`config.mk`:
```
export PLATFORM = sky130hd
export DESIGN_NAME = pipe_stage_elastic
export DESIGN_NICKNAME = d
export VERILOG_FILES = /design/src/rtl/pipe_stage_elastic.sv
export SDC_FILE = /design/constraint.sdc
export NUM_CORES = 1
export LEC_CHECK = 0
export BUFFER_PORTS_ARGS = -buffer_cell sky130_fd_sc_hd__buf_4
export CORE_AREA = 2 2 147 149
export DETAILED_ROUTE_END_ITERATION = 7
export DIE_AREA = 0 0 149 151
export GPL_TIMING_DRIVEN = 0
export HOLD_SLACK_MARGIN = 0.1
export PLACE_DENSITY = 0.57
export SLEW_MARGIN = 5
export SYNTH_ARGS = -nofsm -noshare
export SYNTH_HDL_FRONTEND = slang
export SYNTH_SLANG_ARGS = --single-unit
```
`constraint.sdc`:
```
create_clock -name clk -period 1.9 [get_ports clk]
set_input_delay 0.285 -clock clk [delete_from_list [all_inputs] [get_ports clk]]
set_output_delay 0.285 -clock clk [all_outputs]
set_load 0.01 [all_outputs]
```
`src/rtl/pipe_stage_elastic.sv`:
```
// Elastic valid/ready pipeline stage with an optional skid slot and req/flush kill.
// Also keeps an optional bubble PC and saturating stall/bubble counters.
module pipe_stage_elastic #(
  parameter int DATA_W       = 32,
  parameter int PC_W         = 32,
  parameter int EXC_W        = 5,
  parameter int SKID         = 1,
  parameter int PC_ON_BUBBLE = 1,
  parameter int CNT_W        = 16
) (
  input  logic              clk,
  input  logic              reset,
  input  logic              req,
  input  logic              flush,
  input  logic              in_valid,
  output logic              in_ready,
  input  logic [PC_W-1:0]   in_pc,
  input  logic [DATA_W-1:0] in_data,
  input  logic [EXC_W-1:0]  in_exc,
  input  logic              in_bd,
  output logic              out_valid,
  input  logic              out_ready,
  output logic [PC_W-1:0]   out_pc,
  output logic [DATA_W-1:0] out_data,
  output logic [EXC_W-1:0]  out_exc,
  output logic              out_bd,
  output logic [CNT_W-1:0]  stall_cnt,
  output logic [CNT_W-1:0]  bubble_cnt
);

  localparam bit HAS_SKID = (SKID != 0);
  localparam bit KEEP_PC  = (PC_ON_BUBBLE != 0);

  typedef struct packed {
    logic [PC_W-1:0]   pc;
    logic [DATA_W-1:0] data;
    logic [EXC_W-1:0]  exc;
    logic              bd;
  } ent_t;

  logic             r_m_vld, r_s_vld;
  ent_t             r_m, r_s;
  logic [CNT_W-1:0] r_stall, r_bubble;

  ent_t w_in, w_bub_ent;
  logic w_in_fire, w_m_free;

  // The skid variant derives in_ready from state only, so out_ready never reaches it.
  always_comb begin
    if (HAS_SKID) in_ready = !r_s_vld;
    else          in_ready = !r_m_vld | out_ready;
  end

  assign w_in_fire = in_valid & in_ready;
  assign w_m_free  = !r_m_vld | out_ready;
  assign w_in      = '{pc: in_pc, data: in_data, exc: in_exc, bd: in_bd};

  // Bubble entry: payload zeroed, PC optionally kept. S valid implies M valid,
  // so M is always the oldest entry whenever anything is killed or drained.
  always_comb begin
    w_bub_ent = '0;
    if (KEEP_PC) w_bub_ent.pc = r_m.pc;
  end

  always_ff @(posedge clk or negedge reset) begin
    if (!reset) begin
      r_m_vld <= 1'b0;
      r_m     <= '0;
      r_s_vld <= 1'b0;
      r_s     <= '0;
    end else if (req) begin
      r_m_vld <= 1'b0;
      r_m     <= '0;
      r_s_vld <= 1'b0;
      r_s     <= '0;
    end else if (flush) begin
      r_m_vld <= 1'b0;
      r_m     <= w_bub_ent;
      r_s_vld <= 1'b0;
      r_s     <= '0;
    end else if (w_m_free) begin
      if (r_s_vld) begin
        r_m_vld <= 1'b1;
        r_m     <= r_s;
        r_s_vld <= 1'b0;
        r_s     <= '0;
      end else if (w_in_fire) begin
        r_m_vld <= 1'b1;
        r_m     <= w_in;
      end else begin
        r_m_vld <= 1'b0;
        r_m     <= w_bub_ent;
      end
    end else if (HAS_SKID && w_in_fire) begin
      r_s_vld <= 1'b1;
      r_s     <= w_in;
    end
  end

  always_ff @(posedge clk or negedge reset) begin
    if (!reset) begin
      r_stall  <= '0;
      r_bubble <= '0;
    end else begin
      if (r_m_vld && !out_ready && !(&r_stall)) r_stall  <= r_stall + CNT_W'(1);
      if (!r_m_vld && !(&r_bubble))             r_bubble <= r_bubble + CNT_W'(1);
    end
  end

  assign out_valid  = r_m_vld;
  assign out_pc     = r_m.pc;
  assign out_data   = r_m.data;
  assign out_exc    = r_m.exc;
  assign out_bd     = r_m.bd;
  assign stall_cnt  = r_stall;
  assign bubble_cnt = r_bubble;

endmodule

```
Word level (Yosys, flattened, before mapping)
Index checks and enable logic that the tools add are counted.
Storage, ports and cells
  flip-flop bits (word level): 174
  latch bits: 0
  bits in writable memories: 0
  bits in read-only memories: 0
  bits of input ports: 76
  output and inout port bits: 104
  word-level logic and storage cells: 53
  memories kept: 0
Operators by class
  $add $sub $neg: 2
  multipliers: 0
  div/mod/pow operators: 0
  $lt $le $gt $ge: 0
  eq/ne operators: 2
  shift-type cells: 0
  mux-type cells: 19
  bitwise operators: 2
  reduce and logical (&&, ||, !) cells: 16
Operators by type and width (number)
  70-bit two-way mux: 10
  16-bit by 1-bit adder with 16-bit output (second input constant): 2
  16-bit AND reduction: 2
  1-bit two-way mux: 9
  3-bit nonzero test: 2
  1-bit logical NOT: 5
  4-bit inequality test (second input constant): 1
  4-bit nonzero test: 1
  1-bit logical AND: 3
  3-bit AND reduction: 1
  2-bit inequality test (second input constant): 1
  2-bit AND reduction: 1
  2-bit nonzero test: 1
  1-bit AND: 1
  1-bit bitwise OR: 1

Depth between registers and ports, before layout
  depth after elaboration: 7
  mapped depth: 7
  gate-level depth less buffers: 5

Worst setup path before layout
No wires, ideal clock.
  kind: flip-flop to flip-flop
  start point: register r_stall[0] (netlist: stall_cnt[0])
  end point: register r_stall[1] (netlist: stall_cnt[1])
  library setup time: 0.125 ns
  arrival time: 1.552 ns
  data required time: 1.775 ns
  setup slack: 0.223 ns
  cell stages (with the launch flop): 6
  buffers on the path: 0
  clock period less this slack: 1.677 ns
  cells stage by stage: dfrtp_1 > ha_1 > nand4_1 > nor4_4 > nor2_2 > mux2_4
Between the ends
  longest elaborated chain between the ends: 3
  elaborated cells between the ends (all ways): 4
  classes of those cells: 1 x add/sub; 3 x reduce/logical
RTL lines
  start: declaration: line 43  | logic [CNT_W-1:0] r_stall, r_bubble;
  start signal: assignment: line 105  | if (r_m_vld && !out_ready && !(&r_stall)) r_stall <= r_stall + CNT_W'(1);
  parallel branches: the longest is 3 deep, another holds 16-bit by 1-bit adder with 16-bit output
Several ways; the timed one is not identified.
A chain may end at the register's enable or synchronous reset.

Worst setup path after layout
  start point: register r_s_vld
  end point: output in_ready
Between the ends
  longest elaborated chain between the ends: 1
RTL lines
  start: declaration: line 41  | logic r_m_vld, r_s_vld;
  start signal: assignment: line 69  | r_s_vld <= 1'b0;
  start signal: assignment: line 74  | r_s_vld <= 1'b0;
  start signal: assignment: line 79  | r_s_vld <= 1'b0;
  1-bit logical NOT: line 50  | if (HAS_SKID) in_ready = !r_s_vld;
  end: declaration: line 16  | output logic in_ready,
No other way between the ends.

==> results.sh <==
export IMPL_critPathKind="reg -> out"
export IMPL_yosys_register_bits=174
export IMPL_synth_most_common_cell="dfrtp_1"
export IMPL_fin_hold_ws_ns=0.1199
export IMPL_ant_nets=0
export IMPL_worstSetupEndpointType="output port"
export IMPL_ys_types=46
export IMPL_syn2layout_area_growth_pct=41.28
export IMPL_finalCriticalPeriod_ns=1.788
export IMPL_cts_tree="built"
export IMPL_dp_hpwl_um=14130
export IMPL_rr_endpoint="r_s[34]"
export IMPL_worstHoldStart="in_data[6]"
export IMPL_synth_top_area_share=0.6048
export IMPL_cp_required_ns=1.62
export IMPL_cts_buffer_depth=2
export IMPL_max_stage_delay_ns=0.35
export IMPL_dr_first_iter_drc_count=243
export IMPL_synth_area_per_cell_um2=12.08
export IMPL_synthAdderAreaFrac=0.003476
export IMPL_grt_first_pass_wirelength_um=32330
export IMPL_synth_async_sr_flop_share=1.000
export IMPL_syn_cell_area_um2=7199
export IMPL_die_w_um=149
export IMPL_path_cells="clkbuf_4 > clkbuf_2 > inv_1 > buf_4"
export IMPL_final_util=0.4885
export IMPL_hold_viol=0
export IMPL_clock_fmax_mhz=559.4
export IMPL_clkTransAtPathRegs_ns=0.06
export IMPL_dpl_worst_slack_ns=-0.3970
export IMPL_seq_area_frac_synth=0.6048
export IMPL_die_h_um=151
export IMPL_antenna_cells=0
export IMPL_synthXorXnorAreaFrac=0.02555
export IMPL_whs_endpoint="r_s[12]"
export IMPL_routedWlPerCell_um=17.54
export IMPL_cts_htree_levels=4
export IMPL_grt_max_degree=96
export IMPL_worst_slack_ns=0.1123
export IMPL_netlist_top_cells_area="dfrtp_1 60%, a22o_1 8.5%, a22oi_1 7.3%"
export IMPL_insertion_delay_ns=0.42
export IMPL_yosys_warnings=0
export IMPL_crit_path_start_kind="flop"
export IMPL_min_path_cells=2
export IMPL_numClockSinks=174
export IMPL_coreArea_um2=20820
export IMPL_synth_edff_count=0
export IMPL_synth_main_ff_cell="dfrtp_1"
export IMPL_synth_top_family_by_area="compound AO/OA/AOI/OAI gates"
export IMPL_crit_slowest_cell="dfrtp_1"
export IMPL_cp_max_fo=10
export IMPL_syn_num_nets=674
export IMPL_slew_headroom=0.5238
export IMPL_regToRegSetupSlack_ns=0.12
export IMPL_holdCritPathClass="in -> reg"
export IMPL_maxSlewViolCount=0
export IMPL_routed_wl_um=20140
export IMPL_reg2reg_from="out_valid"
export IMPL_track_usage=0.1821
export IMPL_power_total_w=0.008620
export IMPL_dieArea_um2=22500
export IMPL_root_buffer="clkbuf_16"
export IMPL_cap_violations=0
export IMPL_grt_ovfl_total=0
export IMPL_antenna_found_initial=0
export IMPL_setup_violations=0
export IMPL_worst_pin_slew_ns=0.7143
export IMPL_avgViaCountPerCell=5.190
export IMPL_irDropWorstVdd_uv=461.8
export IMPL_synth_compound_area_frac=0.2362
export IMPL_rows=53
export IMPL_status="finished, final reports clean"
export IMPL_synth_mux_area_frac=0.008168
export IMPL_via_count=5958
export IMPL_port_buffers=179
export IMPL_synth_simple_gate_area_frac=0.09298
export IMPL_power_density_cell_area_nw_per_um2=847.5
export IMPL_cts_buffers=17
export IMPL_synth_common_cells="174 x dfrtp_1, 70 x a22o_1, 70 x a22oi_1"
export IMPL_setup_tns_ns=0
export IMPL_gp_congestion=0.8196
export IMPL_final_net_count=939
export IMPL_p_leak_nw=4.868
export IMPL_r2r_cells=7
export IMPL_drive_gt1_frac=0.2944
export IMPL_cp_arrival_ns=1.50
export IMPL_fin_crit_sh=0.9409
export IMPL_grt_pass1_vias=6131
export IMPL_synth_area_leader_cell="dfrtp_1"
export IMPL_first_pass_iters=4
export IMPL_ioPinCount=180
export IMPL_initial_core_util=0.3458
export IMPL_post_route_drc_count=0
export IMPL_syn_inst=596
export IMPL_fin_skew_ns=0.006184
-- worst max-delay path by stage --
stage            startpoint             to  slack (ns)  cells after the start
2_1_floorplan  stall_cnt[0]   stall_cnt[1]        0.22                      5
3_3_place_gp      out_valid        r_s[35]       -0.42                      6
3_5_place_dp      out_valid        r_s[38]       -0.40                      6
4_1_cts           out_valid        r_s[33]     0.00007                      7
5_1_grt        stall_cnt[0]  stall_cnt[15]      -0.002                      6
6_report            r_s_vld       in_ready        0.11                      4
-- final cells by class --
type	count	area, um^2
inverter	2	7.507
buffer	46	214.0
sequential	174	4355
clock inverter	10	82.58
multi-input combinational	374	2663
tap	275	344.1
clock buffer	21	460.4
fill	1959	10650
timing repair buffer	246	2044
-- routing by layer --
| metal | share of wire | GRT usage | wire length, um |
|---|---|---|---|
| met1 | 0.44 | 0.2385 | 8906 |
| met2 | 0.49 | 0.3007 | 9804 |
| met3 | 0.051 | 0.03855 | 1025 |
| met4 | 0.020 | 0.06381 | 398 |
| met5 | 0 | 0 | 0 |
-- critical path, delay by kind of cell (launching register included) --
family / cells / cell delay, ns
buf+inv: 4 / 0.73
flops: 1 / 0.35
-- sequential cells by signal, indices dropped and copies added, names as in the netlist --
| signal | count |
|---|---|
| r_s_vld | 1 |
| out_exc | 5 |
| out_data | 32 |
| r_s | 70 |
| bubble_cnt | 16 |
| stall_cnt | 16 |
| out_valid | 1 |
| out_pc | 32 |
| out_bd | 1 |
-- cell usage in the layout, fill, tap and decap left out, types with 19 or more instances in the layout --
master,instances
buf_4,180
dfrtp_1,173
a22oi_1,70
a22o_1,70
dlygate4sd3_1,63
nand2_1,48
o21ai_0,39
o2bb2ai_1,32
clkbuf_1,21
nor2_1,20
buf_2,19
-- where the power goes --
part           leakage, nW  total, W  switching, W  internal (W)
logic                 2.22   0.00125      0.000613      0.000639
clock network        0.258   0.00324       0.00148       0.00176
registers             2.39   0.00412      0.000229       0.00389
total                 4.87   0.00862       0.00233       0.00629
-- through the flow --
stage / instances / cell area [um^2]
2_1_floorplan: 596 / 7199
3_3_place_gp: 1050 / 8887
3_5_place_dp: 1051 / 8922
4_1_cts: 1145 / 10130
5_1_grt: 1148 / 10170
6_report: 1148 / 10170
-- cell families after synthesis --
group | after synthesis
DFF | 174
and+or+nand+nor | 121
adders and majority gates | 2
xor gates and xnor gates | 21
AOI/OAI and AO/OA | 225
muxes | 5
buffers and inverters | 48
-- repair_timing --
action | in CTS | in global routing
endpoints found under the setup margin | 124 | 74
hold buffers | 62 | 1
hold endpoints to repair | 155 | 1
buffers inserted | 1 | 2
pin swaps | 1 | 1
resized for setup | 8 | 5
No activity file was read; power rests on OpenSTA's default activity.
